$ cat config.mk
export PLATFORM = sky130hd
export DESIGN_NAME = nibble_mul_sequencer
export DESIGN_NICKNAME = d
export VERILOG_FILES = /design/src/rtl/mul_seq_pkg.sv /design/src/rtl/nibble_mul_sequencer_mul4.sv /design/src/rtl/nibble_mul_sequencer.sv
export SDC_FILE = /design/constraint.sdc
export NUM_CORES = 1
export LEC_CHECK = 0
export ABC_CLOCK_PERIOD_IN_PS = 8700
export CORE_UTILIZATION = 59
export CTS_CLUSTER_SIZE = 16
export DETAILED_ROUTE_END_ITERATION = 12
export HOLD_SLACK_MARGIN = 0.02
export MAX_ROUTING_LAYER = met4
export PLACE_DENSITY = 0.83
export SETUP_SLACK_MARGIN = 0.2
export SLEW_MARGIN = 20
export SYNTH_ARGS = -nofsm -noshare
export SYNTH_HDL_FRONTEND = slang
export SYNTH_SLANG_ARGS = --single-unit
$ cat constraint.sdc
create_clock -name clk -period 8.7 [get_ports clk]
set_input_delay 1.305 -clock clk [delete_from_list [all_inputs] [get_ports clk]]
set_output_delay 1.305 -clock clk [all_outputs]
set_load 0.01 [all_outputs]
$ cat src/rtl/mul_seq_pkg.sv
// Shared definitions for the nibble-serial multiplier: state encoding,
// nibble width and the default operand width.
package mul_seq_pkg;

    localparam int NIB_W     = 4;
    localparam int DEF_WIDTH = 16;

    typedef enum logic [1:0] {
        S_IDLE = 2'd0,
        S_CALC = 2'd1,
        S_DONE = 2'd2
    } state_t;

endpackage

$ cat src/rtl/nibble_mul_sequencer_mul4.sv
// four_bit_multiplier: combinational 4x4 unsigned multiplier that forms one
// 8-bit partial product per cycle for the nibble sequencer.
module four_bit_multiplier (
    input  logic [3:0] i_a,
    input  logic [3:0] i_b,
    output logic [7:0] o_p
);

    // Zero-extend both nibbles so the product is computed at its full 8 bits.
    assign o_p = {4'b0000, i_a} * {4'b0000, i_b};

endmodule

$ cat src/rtl/nibble_mul_sequencer.sv
// nibble_mul_sequencer: multi-cycle unsigned WIDTH x WIDTH multiplier that
// walks every nibble pair of the operands through one 4x4 multiplier,
// one pair per cycle, accumulating shifted partial products.
// Optional build macro MUL_SEQ_ZERO_SKIP_EN: when defined, a zero operand
// at the handshake skips CALC and produces a zero result immediately.
module nibble_mul_sequencer
    import mul_seq_pkg::*;
#(
    parameter int WIDTH = DEF_WIDTH
) (
    input  logic                 clk,
    input  logic                 rst_n,
    input  logic                 in_valid,
    output logic                 in_ready,
    input  logic [WIDTH-1:0]     a,
    input  logic [WIDTH-1:0]     b,
    output logic                 out_valid,
    input  logic                 out_ready,
    output logic [2*WIDTH-1:0]   result,
    output logic                 busy
);

    localparam int NIB = WIDTH / NIB_W;
    localparam int CW  = (NIB > 1) ? $clog2(NIB) : 1;

    state_t               r_state;
    state_t               w_next;
    logic [WIDTH-1:0]     r_a;
    logic [WIDTH-1:0]     r_b;
    logic [2*WIDTH-1:0]   r_acc;
    logic [2*WIDTH-1:0]   r_result;
    logic [CW-1:0]        r_i;
    logic [CW-1:0]        r_j;

    logic [NIB_W-1:0]     w_nib_a;
    logic [NIB_W-1:0]     w_nib_b;
    logic [2*NIB_W-1:0]   w_p;
    logic [31:0]          w_shamt;
    logic [2*WIDTH-1:0]   w_pp;
    logic [2*WIDTH-1:0]   w_sum;
    logic                 w_last;
    logic                 w_skip;

    // Nibble i of A and nibble j of B feed the shared 4x4 multiplier.
    assign w_nib_a = r_a[NIB_W*r_i +: NIB_W];
    assign w_nib_b = r_b[NIB_W*r_j +: NIB_W];

    four_bit_multiplier u_mul4 (
        .i_a (w_nib_a),
        .i_b (w_nib_b),
        .o_p (w_p)
    );

    // The partial product carries weight 16^(i+j); the sum cannot overflow
    // because the accumulator is a full 2*WIDTH bits wide.
    assign w_shamt = NIB_W * (32'(r_i) + 32'(r_j));
    assign w_pp    = {{(2*WIDTH-2*NIB_W){1'b0}}, w_p} << w_shamt;
    assign w_sum   = r_acc + w_pp;
    assign w_last  = (r_i == CW'(NIB-1)) && (r_j == CW'(NIB-1));

`ifdef MUL_SEQ_ZERO_SKIP_EN
    assign w_skip = (a == '0) || (b == '0);
`else
    assign w_skip = 1'b0;
`endif

    assign result = r_result;

    // State register; reset aborts any operation in flight.
    always_ff @(posedge clk or negedge rst_n) begin
        if (!rst_n) begin
            r_state <= S_IDLE;
        end else begin
            r_state <= w_next;
        end
    end

    // Next-state and handshake outputs; no overlap between result and new operands.
    always_comb begin
        w_next    = r_state;
        in_ready  = 1'b0;
        out_valid = 1'b0;
        busy      = 1'b0;
        case (r_state)
            S_IDLE: begin
                in_ready = 1'b1;
                if (in_valid) begin
                    w_next = w_skip ? S_DONE : S_CALC;
                end
            end
            S_CALC: begin
                busy = 1'b1;
                if (w_last) begin
                    w_next = S_DONE;
                end
            end
            S_DONE: begin
                busy      = 1'b1;
                out_valid = 1'b1;
                if (out_ready) begin
                    w_next = S_IDLE;
                end
            end
            default: begin
                w_next = S_IDLE;
            end
        endcase
    end

    // Operand capture, nibble counters (j fastest) and the accumulator.
    always_ff @(posedge clk or negedge rst_n) begin
        if (!rst_n) begin
            r_a      <= '0;
            r_b      <= '0;
            r_acc    <= '0;
            r_result <= '0;
            r_i      <= '0;
            r_j      <= '0;
        end else begin
            case (r_state)
                S_IDLE: begin
                    if (in_valid) begin
                        r_a   <= a;
                        r_b   <= b;
                        r_acc <= '0;
                        r_i   <= '0;
                        r_j   <= '0;
                        if (w_skip) begin
                            r_result <= '0;
                        end
                    end
                end
                S_CALC: begin
                    r_acc <= w_sum;
                    if (w_last) begin
                        r_result <= w_sum;
                        r_i      <= '0;
                        r_j      <= '0;
                    end else if (r_j == CW'(NIB-1)) begin
                        r_j <= '0;
                        r_i <= r_i + CW'(1);
                    end else begin
                        r_j <= r_j + CW'(1);
                    end
                end
                default: begin
                end
            endcase
        end
    end

endmodule
Word-level counts from Yosys, hierarchy flattened
Index checks and enable logic that the tools add are counted.
W data, S select, Z words.
{"block": "classes", "n_mul": 1, "n_shift": 3, "n_reduce_logical": 9, "addsub": 4, "n_eq_ne": 8, "mux": 16}
{"operator": "$pmux W32 S2", "count": 1}
{"operator": "$add A32 B32 Y32", "count": 1}
{"operator": "$mux W32", "count": 1}
{"operator": "$shiftx A16 B5 Y4", "count": 2}
{"operator": "$shl A8 B5 Y32", "count": 1}
{"operator": "$mux W2", "count": 8}
{"operator": "$mul A4 B4 Y8", "count": 1}
{"operator": "$pmux W2 S2", "count": 2}
{"operator": "$eq A2 B2 Y1 const B", "count": 3}
{"operator": "$ne A2 B2 Y1 const B", "count": 3}
{"operator": "$pmux W2 S3", "count": 1}
{"operator": "$reduce_and A2 Y1", "count": 3}
{"operator": "$reduce_and A3 Y1", "count": 2}
{"operator": "$add A2 B1 Y2 const B", "count": 2}
{"operator": "$add A2 B2 Y3", "count": 1}
{"operator": "$mux W1", "count": 3}
{"operator": "$ne A3 B3 Y1 const B", "count": 1}
{"operator": "$eq A2 B1 Y1 const B", "count": 1}
{"operator": "$logic_not A2 Y1", "count": 1}
{"operator": "$reduce_bool A2 Y1", "count": 1}
{"operator": "$reduce_or A2 Y1", "count": 1}
{"operator": "$logic_and A1 B1 Y1", "count": 1}
{"block": "totals", "ff_bits": 102, "input_bits": 36, "word_cells": 48, "output_inout_bits": 35}

Longest topological paths before layout
Gate-level depths: netlist (run 1).
{"block": "logic_depth", "word_depth": 5, "mapped_depth": 25, "depth_no_buf": 24}

Cells and area by module
Synthesis (run 1) repeated with hierarchy kept, for this count alone.
{"block": "hier_totals", "hier_cells": 646, "hier_area_um2": 6306.0}
{"mod": "nibble_mul_sequencer", "instances": 1, "cells_each": 595, "area_each_um2": 5858.1, "seq_area_each_um2": 2552.4}
{"mod": "four_bit_multiplier", "instances": 1, "cells_each": 51, "area_each_um2": 447.9, "seq_area_each_um2": 0.0}

Least setup slack after synthesis (run 1)
OpenSTA, ideal clock, no wires.
{"block": "synth_path", "path_kind": "reg-to-reg", "startpoint": "register r_i[0]", "endpoint": "register r_result[30], in the netlist result[30]", "t_required_ns": 8.568, "setup_ns": 0.132, "path_buffers": 1, "synth_period_minus_slack_ns": 5.771, "arrival_time_ns": 5.639, "slack_ns": 2.929, "path_stages_with_launch": 24, "cell_sequence": "dfrtp_1 -> clkbuf_1 -> mux4_2 -> nand2_1 -> fa_1 -> inv_1 -> fa_1 -> ha_1 -> a21o_1 -> a21oi_1 -> xor2_1 -> nor2_1 -> a21oi_1 -> nor2_1 -> ha_1 -> and3_1 -> a221o_1 -> o211ai_2 -> a311o_2 -> a211oi_2 -> a2111oi_4 -> a21oi_2 -> xnor2_1 -> o21ai_1"}
{"block": "synth_via", "elab_chain_cells": 4, "elab_cells_between_ends": 8, "cone_classes": "add/sub: 2; mul: 1; eq/ne: 1; shift: 2; reduce/logical: 2"}
{"element": "start: declaration", "line": "nibble_mul_sequencer.sv:32", "source": "logic [CW-1:0] r_i;"}
{"element": "start signal: assignment", "line": "nibble_mul_sequencer.sv:141", "source": "r_i <= r_i + CW'(1);"}
{"element": "$shiftx A16 B5 Y4", "line": "nibble_mul_sequencer.sv:45", "source": "assign w_nib_a = r_a[NIB_W*r_i +: NIB_W];"}
{"element": "$mul A4 B4 Y8", "line": "nibble_mul_sequencer_mul4.sv:10", "source": "assign o_p = {4'b0000, i_a} * {4'b0000, i_b};"}
{"element": "$shl A8 B5 Y32", "line": "nibble_mul_sequencer.sv:57", "source": "assign w_pp = {{(2*WIDTH-2*NIB_W){1'b0}}, w_p} << w_shamt;"}
{"element": "$add A32 B32 Y32", "line": "nibble_mul_sequencer.sv:58", "source": "assign w_sum = r_acc + w_pp;"}
{"element": "end signal: assignment", "line": "nibble_mul_sequencer.sv:136", "source": "r_result <= w_sum;"}
{"element": "end: declaration", "line": "nibble_mul_sequencer.sv:31", "source": "logic [2*WIDTH-1:0] r_result;"}
Parallel ways exist; a longest one is shown, timed or not.
A chain may end at the register's enable or synchronous reset.

Final worst setup path (run 1)
{"block": "layout_path", "startpoint": "register r_i[0]", "endpoint": "register r_acc[28]"}
{"block": "layout_via", "elab_chain_cells": 5, "elab_cells_between_ends": 6, "cone_classes": "add/sub: 2; mul: 1; shift: 2; mux: 1"}
{"element": "$shiftx A16 B5 Y4", "line": "nibble_mul_sequencer.sv:45"}
{"element": "$mul A4 B4 Y8", "line": "nibble_mul_sequencer_mul4.sv:10"}
{"element": "$shl A8 B5 Y32 (*)", "line": "nibble_mul_sequencer.sv:57"}
{"element": "$add A32 B32 Y32 (*)", "line": "nibble_mul_sequencer.sv:58"}
{"element": "$pmux W32 S2 (*)", "line": "nibble_mul_sequencer.sv:120", "source": "case (r_state)"}
{"element": "end signal: assignment", "line": "nibble_mul_sequencer.sv:134", "source": "r_acc <= w_sum;"}
{"element": "end: declaration", "line": "nibble_mul_sequencer.sv:30", "source": "logic [2*WIDTH-1:0] r_acc;"}
Mark *: on every way between the ends. The rest lies on a longest branch, timed or not.

==> results of run 1 <==
-- power by group --
| group | total (mW) | internal [mW] | switching (mW) | leakage, nW |
|---|---|---|---|---|
| sequential | 0.676 | 0.592 | 0.0841 | 1.34 |
| combinational | 1.93 | 0.769 | 1.16 | 1.85 |
| clock | 0.294 | 0.121 | 0.173 | 0.0930 |
| total | 2.90 | 1.48 | 1.42 | 3.29 |
-- critical path: cells and delay by family (launching register included) --
| family | cells | cell delay (ps) |
|---|---|---|
| and+or+nand+nor | 4 | 530 |
| xor gates and xnor gates | 2 | 480 |
| muxes | 1 | 630 |
| DFF | 1 | 560 |
| buffers and inverters | 1 | 90 |
| AOI/OAI and AO/OA | 10 | 2520 |
| adders and majority gates | 4 | 1490 |
-- flip-flops by register name, summed over array words and instances, names as in the netlist --
| register | cells |
|---|---|
| r_j | 2 |
| r_acc | 32 |
| r_i | 2 |
| r_a | 16 |
| r_state | 2 |
| r_b | 16 |
| result | 32 |
-- synth_stat cells, drive strengths merged, types with 3 or more instances --
library cell / count
clkbuf: 22
fa: 6
o22ai: 3
a22o: 7
xnor2: 17
mux2: 35
a21oi: 35
a211oi: 5
and3: 4
o211ai: 8
mux2i: 3
a211o: 3
a21o: 14
a31oi: 4
nand3: 7
o21ai: 82
ha: 49
nor2: 48
or2: 3
mux4: 8
nand2b: 8
nand2: 91
and2: 16
nand4: 5
nor2b: 5
xor2: 16
dfrtp: 102
o21bai: 3
inv: 20
buf: 4
nor3: 6
o21a: 3
-- how the worst min path moves through the flow --
stage | from | to | slack [ps]
2_1_floorplan | r_acc[10] | r_acc[10] | 460
3_3_place_gp | result[10] | result[10] | 460
3_5_place_dp | result[12] | result[12] | 470
4_1_cts | result[12] | result[12] | 490
5_1_grt | result[21] | result[21] | 520
6_report | result[21] | result[21] | 490
-- metal layers --
metal	vias to the layer above	part of all wire, %	global-route usage [%]
li1	2469	-	-
met2	144	49	46.9
met5	-	0	-
met4	0	3.6	14.1
met1	2438	43	36.1
met3	45	4.9	6.68
-- cells by family (layout without fill, tap and decap cells) --
logic type,after synthesis,count (layout),synth area share (%)
xor+xnor,33,33,4.52
buf+inv,47,110,2.78
simple gates,197,197,13.7
compound gates,183,183,18.1
flops,102,102,39.9
mux,46,46,9.46
fa+ha+maj,55,55,11.5
-- area by class of cell --
class | count | area share (%)
Clock buffer | 12 | 2.10
Timing Repair Buffer | 73 | 9.76
Inverter | 21 | 1.07
Clock inverter | 4 | 0.407
Multi-Input combinational cell | 514 | 49.8
Sequential cell | 102 | 34.6
Tap cell | 136 | 2.31
-- metrics by stage --
step,power (mW),cell area [um2],util (%),hold WS (ps),worst slack (ps)
final,2.90,7380,70.9,486,2270
after global routing,3.14,7380,70.9,525,1900
after CTS,2.89,7380,70.8,494,2280
after detailed placement,2.58,7190,69.1,471,2320
after global placement,2.52,7190,69.0,461,2560
after floorplan,2.12,6390,-,456,2930
-- cells in the final DEF, fill, tap and decap left out, types with 14 or more instances in the layout --
cell,synthesis,routed
a21o_1,14,14
a21oi_1,33,33
and2_1,16,16
clkdlybuf4s50_1,0,69
dfrtp_1,102,102
ha_1,49,49
inv_1,20,20
mux2_2,35,35
nand2_1,91,89
nor2_1,48,48
o21ai_0,70,70
xnor2_1,17,17
xor2_1,16,16
==> impl_metrics.env, run 1 <==
export IMPL_clk_latency_ps=400
export IMPL_postSynthCellCount=663
export IMPL_num_vias=5096
export IMPL_cp_slowest_cell="mux4_2"
export IMPL_drv_slew=0
export IMPL_clkSinkCount=102
export IMPL_grt_max_degree=75
export IMPL_area_growth_pct=15.5
export IMPL_start_util_pct=61.3
export IMPL_postRouteAntennaNets=0
export IMPL_drt_initial_drc_count=275
export IMPL_fin_skew_ps=15.1
export IMPL_post_cts_resized_instances=0
export IMPL_status="finished, final reports clean"
export IMPL_cap_viol_max_count=0
export IMPL_arrival_ps=6690
export IMPL_dp_hpwl_um=11000
export IMPL_reg2reg_depth=22
export IMPL_portBuffers=70
export IMPL_synth_cell_types=57
export IMPL_die_height_um=106
export IMPL_cp_max_fo=8
export IMPL_antenna_cells=0
export IMPL_die_w_um=106
export IMPL_p_leak_nw=3.29
export IMPL_end_kind="register"
export IMPL_h_tree_depth=3
export IMPL_yosys_warnings=0
export IMPL_rsz0062_at_grt="false"
export IMPL_syn_area_mm2=0.00639
export IMPL_critPathLaunch="r_i[0]"
export IMPL_io_pins=71
export IMPL_fill_cells=815
export IMPL_cp_required_ps=8960
export IMPL_syn_nets=754
export IMPL_period_share_pct=73.9
export IMPL_synth_edff_count=0
export IMPL_dp_cells=846
export IMPL_final_cells=862
export IMPL_ir_drop_mv=0.337
export IMPL_whs_path_depth=2
export IMPL_r2r_end="r_acc[28]"
export IMPL_track_usage_pct=29.6
export IMPL_tritoncts="done"
export IMPL_multi_input_area_mm2=0.00367
export IMPL_viasPerCell=5.91
export IMPL_die_area_mm2=0.0113
export IMPL_setup_viol=0
export IMPL_period_minus_slack_ps=6430
export IMPL_critPathKind="register to register"
export IMPL_ys_ff_latch=102
export IMPL_drive_above_1_share_pct=10.7
export IMPL_hold_viol_final=0
export IMPL_seq_area_mm2=0.00255
export IMPL_rows=37
export IMPL_synth_top_area_share_pct=39.9
export IMPL_async_flop_share_pct=100
export IMPL_synthFlopType="dfrtp_1"
export IMPL_tightest_slew_ps=936
export IMPL_relSlewSlack_pct=37.6
export IMPL_hp_class="register to register"
export IMPL_crit_path_cell_trace="mux4_2 > nand2_1 > fa_1 > inv_1 > fa_1 > ha_1 > a21o_1 > a21oi_1 > xor2_1 > nor2_1 > a21oi_1 > nor2_1 > ha_1 > and3_1 > a221o_1 > o211ai_2 > a311o_2 > a211oi_2 > a2111oi_4 > a21oi_2 > xnor2_1 > o21ai_1"
export IMPL_wl_per_cell_um=17.1
export IMPL_cts_max_path_buffers=2
export IMPL_path_clk_slew_ps=100
export IMPL_endpoint="r_acc[28]"
export IMPL_r2r_start="r_i[0]"
export IMPL_ctsHoldBuffers=0
export IMPL_ys_seq_area_share_pct=39.9
export IMPL_post_cts_setup_buffer_count=0
export IMPL_drc=0
export IMPL_power_density_mw_per_mm2=393
export IMPL_antenna_found_initial=0
export IMPL_fin_tns_setup_ps=0
export IMPL_synth_area_leaders="dfrtp_1 (40%), ha_1 (9.6%), mux2_2 (6.2%)"
export IMPL_grt_pass1_vias=5216
export IMPL_grt_pass1_wl_um=25000
export IMPL_yosysTopAreaCell="dfrtp_1"
export IMPL_r2r_slack_ps=2270
export IMPL_cts_root_buffer="clkbuf_8"
export IMPL_dr_pass1_iters=5
export IMPL_syn_area_per_cell_um2=9.64
export IMPL_max_freq_mhz=156
export IMPL_cts_inserted_buffers=9
export IMPL_startpoint_type="register"
export IMPL_max_stage_delay_ps=630
export IMPL_grt_overflow=0
export IMPL_place_gp_congestion=0.905
export IMPL_core_mm2=0.0104
export IMPL_drt_wl_total_um=14800
export IMPL_layout_nets=812
Power figures use the tool's default switching activity.
==> run 2: changes to the inputs <==
--- a/config.mk
+++ b/config.mk
@@ -5,13 +5,13 @@
 export SDC_FILE = /design/constraint.sdc
 export NUM_CORES = 1
 export LEC_CHECK = 0
-export ABC_CLOCK_PERIOD_IN_PS = 8700
-export CORE_UTILIZATION = 59
+export ABC_CLOCK_PERIOD_IN_PS = 6240
+export CORE_UTILIZATION = 57
 export CTS_CLUSTER_SIZE = 16
 export DETAILED_ROUTE_END_ITERATION = 12
 export HOLD_SLACK_MARGIN = 0.02
 export MAX_ROUTING_LAYER = met4
-export PLACE_DENSITY = 0.83
+export PLACE_DENSITY = 0.81
 export SETUP_SLACK_MARGIN = 0.2
 export SLEW_MARGIN = 20
 export SYNTH_ARGS = -nofsm -noshare
==> constraint.sdc (replaced) <==
create_clock -name clk -period 6.24 [get_ports clk]
set_input_delay 0.936 -clock clk [delete_from_list [all_inputs] [get_ports clk]]
set_output_delay 0.936 -clock clk [all_outputs]
set_load 0.01 [all_outputs]
==> impl_metrics.env, run 2 (synthesis gave the netlist of run 1 again) <==
export IMPL_final_common_cell="dfrtp_1"
export IMPL_grt_overflow=0
export IMPL_antenna_cells=0
export IMPL_die_w_um=108
export IMPL_power_density_mw_per_mm2=592
export IMPL_cts_max_path_buffers=2
export IMPL_reg2reg_depth=24
export IMPL_period_minus_slack_ps=5830
export IMPL_area_growth_pct=20.2
export IMPL_num_vias=5249
export IMPL_core_mm2=0.0109
export IMPL_grt_max_degree=54
export IMPL_tightest_slew_ps=1030
export IMPL_post_route_util_pct=70.6
export IMPL_io_pins=71
export IMPL_layout_nets=835
export IMPL_path_clk_slew_ps=100
export IMPL_final_cell_mix="dfrtp_1 (100), nand2_1 (88), clkdlybuf4s50_1 (69), o21ai_0 (68), nor2_1 (47)"
export IMPL_dp_slack_ps=13.4
export IMPL_die_height_um=108
export IMPL_drv_slew=0
export IMPL_track_usage_pct=28.6
export IMPL_hp_class="register to register"
export IMPL_p_leak_nw=3.40
export IMPL_cts_inserted_buffers=9
export IMPL_portBuffers=70
export IMPL_dp_hpwl_um=11700
export IMPL_critPathKind="register to register"
export IMPL_fin_ws_ps=414
export IMPL_fin_tns_setup_ps=0
export IMPL_dr_pass1_iters=7
export IMPL_end_kind="register"
export IMPL_relSlewSlack_pct=30.1
export IMPL_max_stage_delay_ps=580
export IMPL_whs_path_depth=2
export IMPL_ir_drop_mv=0.366
export IMPL_tritoncts="done"
export IMPL_period_share_pct=93.4
export IMPL_arrival_ps=6070
export IMPL_h_tree_depth=3
export IMPL_cp_required_ps=6480
export IMPL_wl_per_cell_um=17.7
export IMPL_finalPower_mw=4.55
export IMPL_hold_viol_final=0
export IMPL_rows=38
export IMPL_start_util_pct=58.7
export IMPL_setup_viol=0
export IMPL_place_gp_congestion=0.956
export IMPL_clkSinkCount=102
export IMPL_drt_initial_drc_count=305
export IMPL_ctsHoldBuffers=0
export IMPL_max_freq_mhz=172
export IMPL_antenna_found_initial=0
export IMPL_status="finished, final reports clean"
export IMPL_rsz0062_at_grt="false"
export IMPL_startpoint_type="register"
export IMPL_postRouteAntennaNets=0
export IMPL_fin_skew_ps=11.0
export IMPL_viasPerCell=5.90
export IMPL_drive_above_1_share_pct=16.6
export IMPL_cp_slowest_cell="mux4_2"
export IMPL_drt_wl_total_um=15800
export IMPL_die_area_mm2=0.0116
export IMPL_fill_cells=835
export IMPL_cap_viol_max_count=0
export IMPL_grt_pass1_vias=5172
export IMPL_crit_path_cell_trace="mux4_2 > nand2_2 > fa_1 > inv_1 > fa_1 > ha_1 > a21o_1 > a21oi_4 > o21ai_1 > nor2_1 > xor2_1 > o21a_1 > nor2_1 > ha_4 > o211ai_1 > o211ai_1 > o211ai_2 > a311o_2 > a211oi_4 > a2111oi_4 > buf_4 > a21oi_2 > xnor2_1 > o21ai_1"
export IMPL_r2r_slack_ps=410
export IMPL_fin_hold_ws_ps=488
export IMPL_clk_latency_ps=400
export IMPL_grt_pass1_wl_um=24700
export IMPL_cts_root_buffer="clkbuf_8"
export IMPL_drc=0
export IMPL_cp_max_fo=6
==> run 2: cell count changes in the layout (fill, tap and decap cells not counted), sizes merged <==
cell	previous run	this run
clkinv	3	5
inv	21	22
buf	4	27
clkbuf	12	9
==> run 2: critical path: cells and delay by family, from the launching register on <==
| family | cells | cell delay [ps] |
|---|---|---|
| AOI/OAI and AO/OA | 12 | 2160 |
| xor gates and xnor gates | 2 | 430 |
| adders and majority gates | 4 | 1440 |
| buffers and inverters | 2 | 270 |
| DFF | 1 | 470 |
| muxes | 1 | 580 |
| and+or+nand+nor | 3 | 320 |
==> run 2: timing repair <==
action / CTS / global route
gates resized for setup: 3 / 28
buffers inserted: 0 / 17
setup endpoints to repair: 8 / 27
pin swaps: 0 / 11
==> run 2: final cells by class <==
type	instances	area (um2)	share of cell area (%)
clock buffer	9	124	1.61
clock inverter	7	48.8	0.635
inverter	21	78.8	1.03
multi-input combinational	514	3810	49.6
sequential	102	2550	33.3
tap	140	175	2.28
timing repair buffer	96	893	11.6
==> run 2: report_power, final <==
group          switching [mW]  internal (mW)
Sequential              0.120          0.826
Clock                   0.244          0.146
Combinational            1.80           1.41
Total                    2.17           2.38
==> run 2: per-stage QoR <==
| stage | std cells | cell area [um2] |
|---|---|---|
| after CTS | 872 | 7420 |
| final | 889 | 7680 |
| after global placement | 856 | 7240 |
| after floorplan | 663 | 6390 |
| after global routing | 889 | 7680 |
| after detailed placement | 856 | 7240 |
==> run 2: metal layers <==
layer	part of all wire [%]	vias to the layer above	GRT usage [%]	wire [um]
met1	43	2561	35.2	6760
met5	0	-	-	0
met4	3.0	0	12.6	467
met3	4.7	45	5.69	740
met2	49	134	45.6	7790
li1	-	2509	-	-
==> run 2: worst paths after layout <==
path | start | to
setup / recovery | r_j[0] | r_acc[30]
hold / removal | result[7] | result[7]
setup reg to reg | r_j[0] | r_acc[30]
hold reg to reg | result[7] | result[7]
max in group asynchronous | rst_n | r_i[0]
min in group asynchronous | rst_n | result[9]
==> run 3: changes to the inputs <==
--- a/config.mk
+++ b/config.mk
@@ -5,13 +5,13 @@
 export SDC_FILE = /design/constraint.sdc
 export NUM_CORES = 1
 export LEC_CHECK = 0
-export ABC_CLOCK_PERIOD_IN_PS = 6240
-export CORE_UTILIZATION = 57
+export ABC_CLOCK_PERIOD_IN_PS = 4700
+export CORE_UTILIZATION = 52
 export CTS_CLUSTER_SIZE = 16
 export DETAILED_ROUTE_END_ITERATION = 12
 export HOLD_SLACK_MARGIN = 0.02
 export MAX_ROUTING_LAYER = met4
-export PLACE_DENSITY = 0.81
+export PLACE_DENSITY = 0.78
 export SETUP_SLACK_MARGIN = 0.2
 export SLEW_MARGIN = 20
 export SYNTH_ARGS = -nofsm -noshare
==> constraint.sdc (replaced) <==
create_clock -name clk -period 4.7 [get_ports clk]
set_input_delay 0.705 -clock clk [delete_from_list [all_inputs] [get_ports clk]]
set_output_delay 0.705 -clock clk [all_outputs]
set_load 0.01 [all_outputs]
==> impl_metrics.env, run 3 (synthesis gave the netlist of run 1 again) <==
export IMPL_hold_viol_final=0
export IMPL_critPathKind="register to register"
export IMPL_period_minus_slack_ps=5680
export IMPL_power_internal_mw=4.92
export IMPL_path_clk_slew_ps=80
export IMPL_pwr_share_seq_pct=14.4
export IMPL_die_w_um=113
export IMPL_portBuffers=70
export IMPL_layout_nets=970
export IMPL_cts_inserted_buffers=9
export IMPL_antenna_found_initial=0
export IMPL_status="finished, violations left"
export IMPL_cap_viol_max_count=0
export IMPL_r2r_start="r_i[0]"
export IMPL_core_mm2=0.0120
export IMPL_cts_max_path_buffers=2
export IMPL_dp_hpwl_um=12700
export IMPL_power_density_mw_per_mm2=923
export IMPL_tritoncts="done"
export IMPL_h_tree_depth=3
export IMPL_fin_skew_ps=12.5
export IMPL_viasPerCell=5.72
export IMPL_end_kind="register"
export IMPL_p_comb_share_pct=76.3
export IMPL_drt_initial_drc_count=346
export IMPL_final_common_cell="buf_4"
export IMPL_finalPower_mw=8.68
export IMPL_grt_overflow=0
export IMPL_fin_ws_ps=-982
export IMPL_cts_root_buffer="clkbuf_16"
export IMPL_reg2reg_depth=22
export IMPL_final_cells=1031
export IMPL_die_height_um=113
export IMPL_drv_slew=0
export IMPL_ctsHoldBuffers=0
export IMPL_drive_above_1_share_pct=37.3
export IMPL_startpoint_type="register"
export IMPL_tightest_slew_ps=922
export IMPL_die_area_mm2=0.0127
export IMPL_wl_per_cell_um=18.2
export IMPL_area_growth_pct=47.1
export IMPL_period_share_pct=121
export IMPL_ir_drop_mv=0.678
export IMPL_switching_share_pct=43.3
export IMPL_cp_required_ps=4940
export IMPL_postRouteAntennaNets=0
export IMPL_clk_latency_ps=370
export IMPL_drt_wl_total_um=18700
export IMPL_start_util_pct=53.2
export IMPL_dp_cells=966
export IMPL_final_cell_mix="buf_4 (139), dfrtp_1 (100), nand2_1 (82), clkdlybuf4s50_1 (69), nor2_1 (44)"
export IMPL_placed_cell_area_mm2=0.00807
export IMPL_num_vias=5894
export IMPL_antenna_cells=0
export IMPL_r2r_end="r_acc[28]"
export IMPL_drc=0
export IMPL_violations="setup timing"
export IMPL_r2r_slack_ps=-980
export IMPL_rows=40
export IMPL_clkSinkCount=102
export IMPL_dr_pass1_iters=5
export IMPL_track_usage_pct=31.2
export IMPL_grt_max_degree=69
export IMPL_setup_viol=48
export IMPL_arrival_ps=5920
export IMPL_relSlewSlack_pct=37.3
export IMPL_rsz0062_at_grt="true"
export IMPL_fin_area_mm2=0.00940
export IMPL_cp_max_fo=5
export IMPL_io_pins=71
export IMPL_place_gp_congestion=0.906
export IMPL_max_freq_mhz=176
export IMPL_grt_pass1_wl_um=29500
export IMPL_power_switching_mw=3.76
export IMPL_clock_power_share_pct=9.3
export IMPL_p_leak_nw=4.23
export IMPL_hp_class="input pin to async pin"
export IMPL_grt_pass1_vias=6057
[run 3: changes by cell type in the layout (fill, tap and decap cells not counted), moves of 7 or more]
cell | before | now
xor2_2 | 2 | 9
buf_6 | 0 | 23
clkbuf_16 | 0 | 9
xnor2_1 | 17 | 6
o21ai_1 | 12 | 38
clkbuf_8 | 9 | 0
o21ai_2 | 2 | 12
xnor2_2 | 0 | 9
a21oi_1 | 29 | 14
o21ai_0 | 68 | 29
a21oi_2 | 5 | 19
xor2_1 | 14 | 6
buf_4 | 27 | 139
[run 3: worst max path at each step]
stage                      start    endpoint  slack [ps]  cells past startpoint
after floorplan           r_i[0]  result[30]        -570                     23
after global placement    r_i[0]   r_acc[30]        -790                     21
after detailed placement  r_i[0]   r_acc[28]        -990                     23
after CTS                 r_i[0]   r_acc[28]        -790                     23
after global routing      r_i[0]   r_acc[18]       -1210                     24
final                     r_i[0]   r_acc[28]        -980                     22
[run 3: routing by layer]
layer	wire length [um]	GRT usage (%)	share of wire [%]
met5	0	-	0
met1	7950	37.3	42
met3	748	5.36	4.0
met4	624	12.3	3.3
met2	9410	52.7	50
[run 3: cell type report]
class	instances	area, um2
Timing Repair Buffer	231	1990
Multi-Input combinational cell	514	4260
Inverter	21	78.8
Sequential cell	102	2550
Clock inverter	7	97.6
Fill cell	786	2620
Tap cell	147	184
Clock buffer	9	225
[run 3: critical path, stage by stage (launching register included)]
cell       delay (ps)
dfrtp_2           440
mux4_2            570
nand2_2           100
fa_1              420
inv_1              80
fa_1              430
ha_1              300
a21o_1            200
a21oi_4           210
xor2_2            230
nor3_1             70
a31oi_1           220
nor2_1            100
ha_1              360
o211ai_1          150
o211ai_1          280
o211ai_2          180
a311o_2           380
a211oi_4          320
a2111oi_4          90
a21oi_2           180
xnor2_2           140
o21ai_1            80
[run 3: power groups by stage]
stage                     Sequential [mW]  Clock (mW)  Combinational, mW
after floorplan                      1.19           0               2.84
after global placement               1.24           0               4.71
after detailed placement             1.25           0               4.84
after CTS                            1.24       0.824               6.07
after global routing                 1.27       0.859               7.04
final                                1.25       0.810               6.62
[run 3: stage by stage]
| step | setup TNS [ps] | hold slack [ps] | setup slack, ps | util (%) |
|---|---|---|---|---|
| after floorplan | -9250 | 409 | -569 | - |
| after global placement | -23810 | 460 | -789 | 67.1 |
| after detailed placement | -30000 | 469 | -988 | 67.2 |
| after CTS | -23380 | 483 | -785 | 76.4 |
| after global routing | -45740 | 499 | -1210 | 78.2 |
| final | -34580 | 439 | -982 | 78.2 |
[run 3: timing repair]
action | 4_1_cts | 5_1_grt
setup endpoints to repair | 54 | 54
resized for setup | 111 | 31
pin swaps | 65 | 35
cloned | 0 | 0
setup buffers | 39 | 10
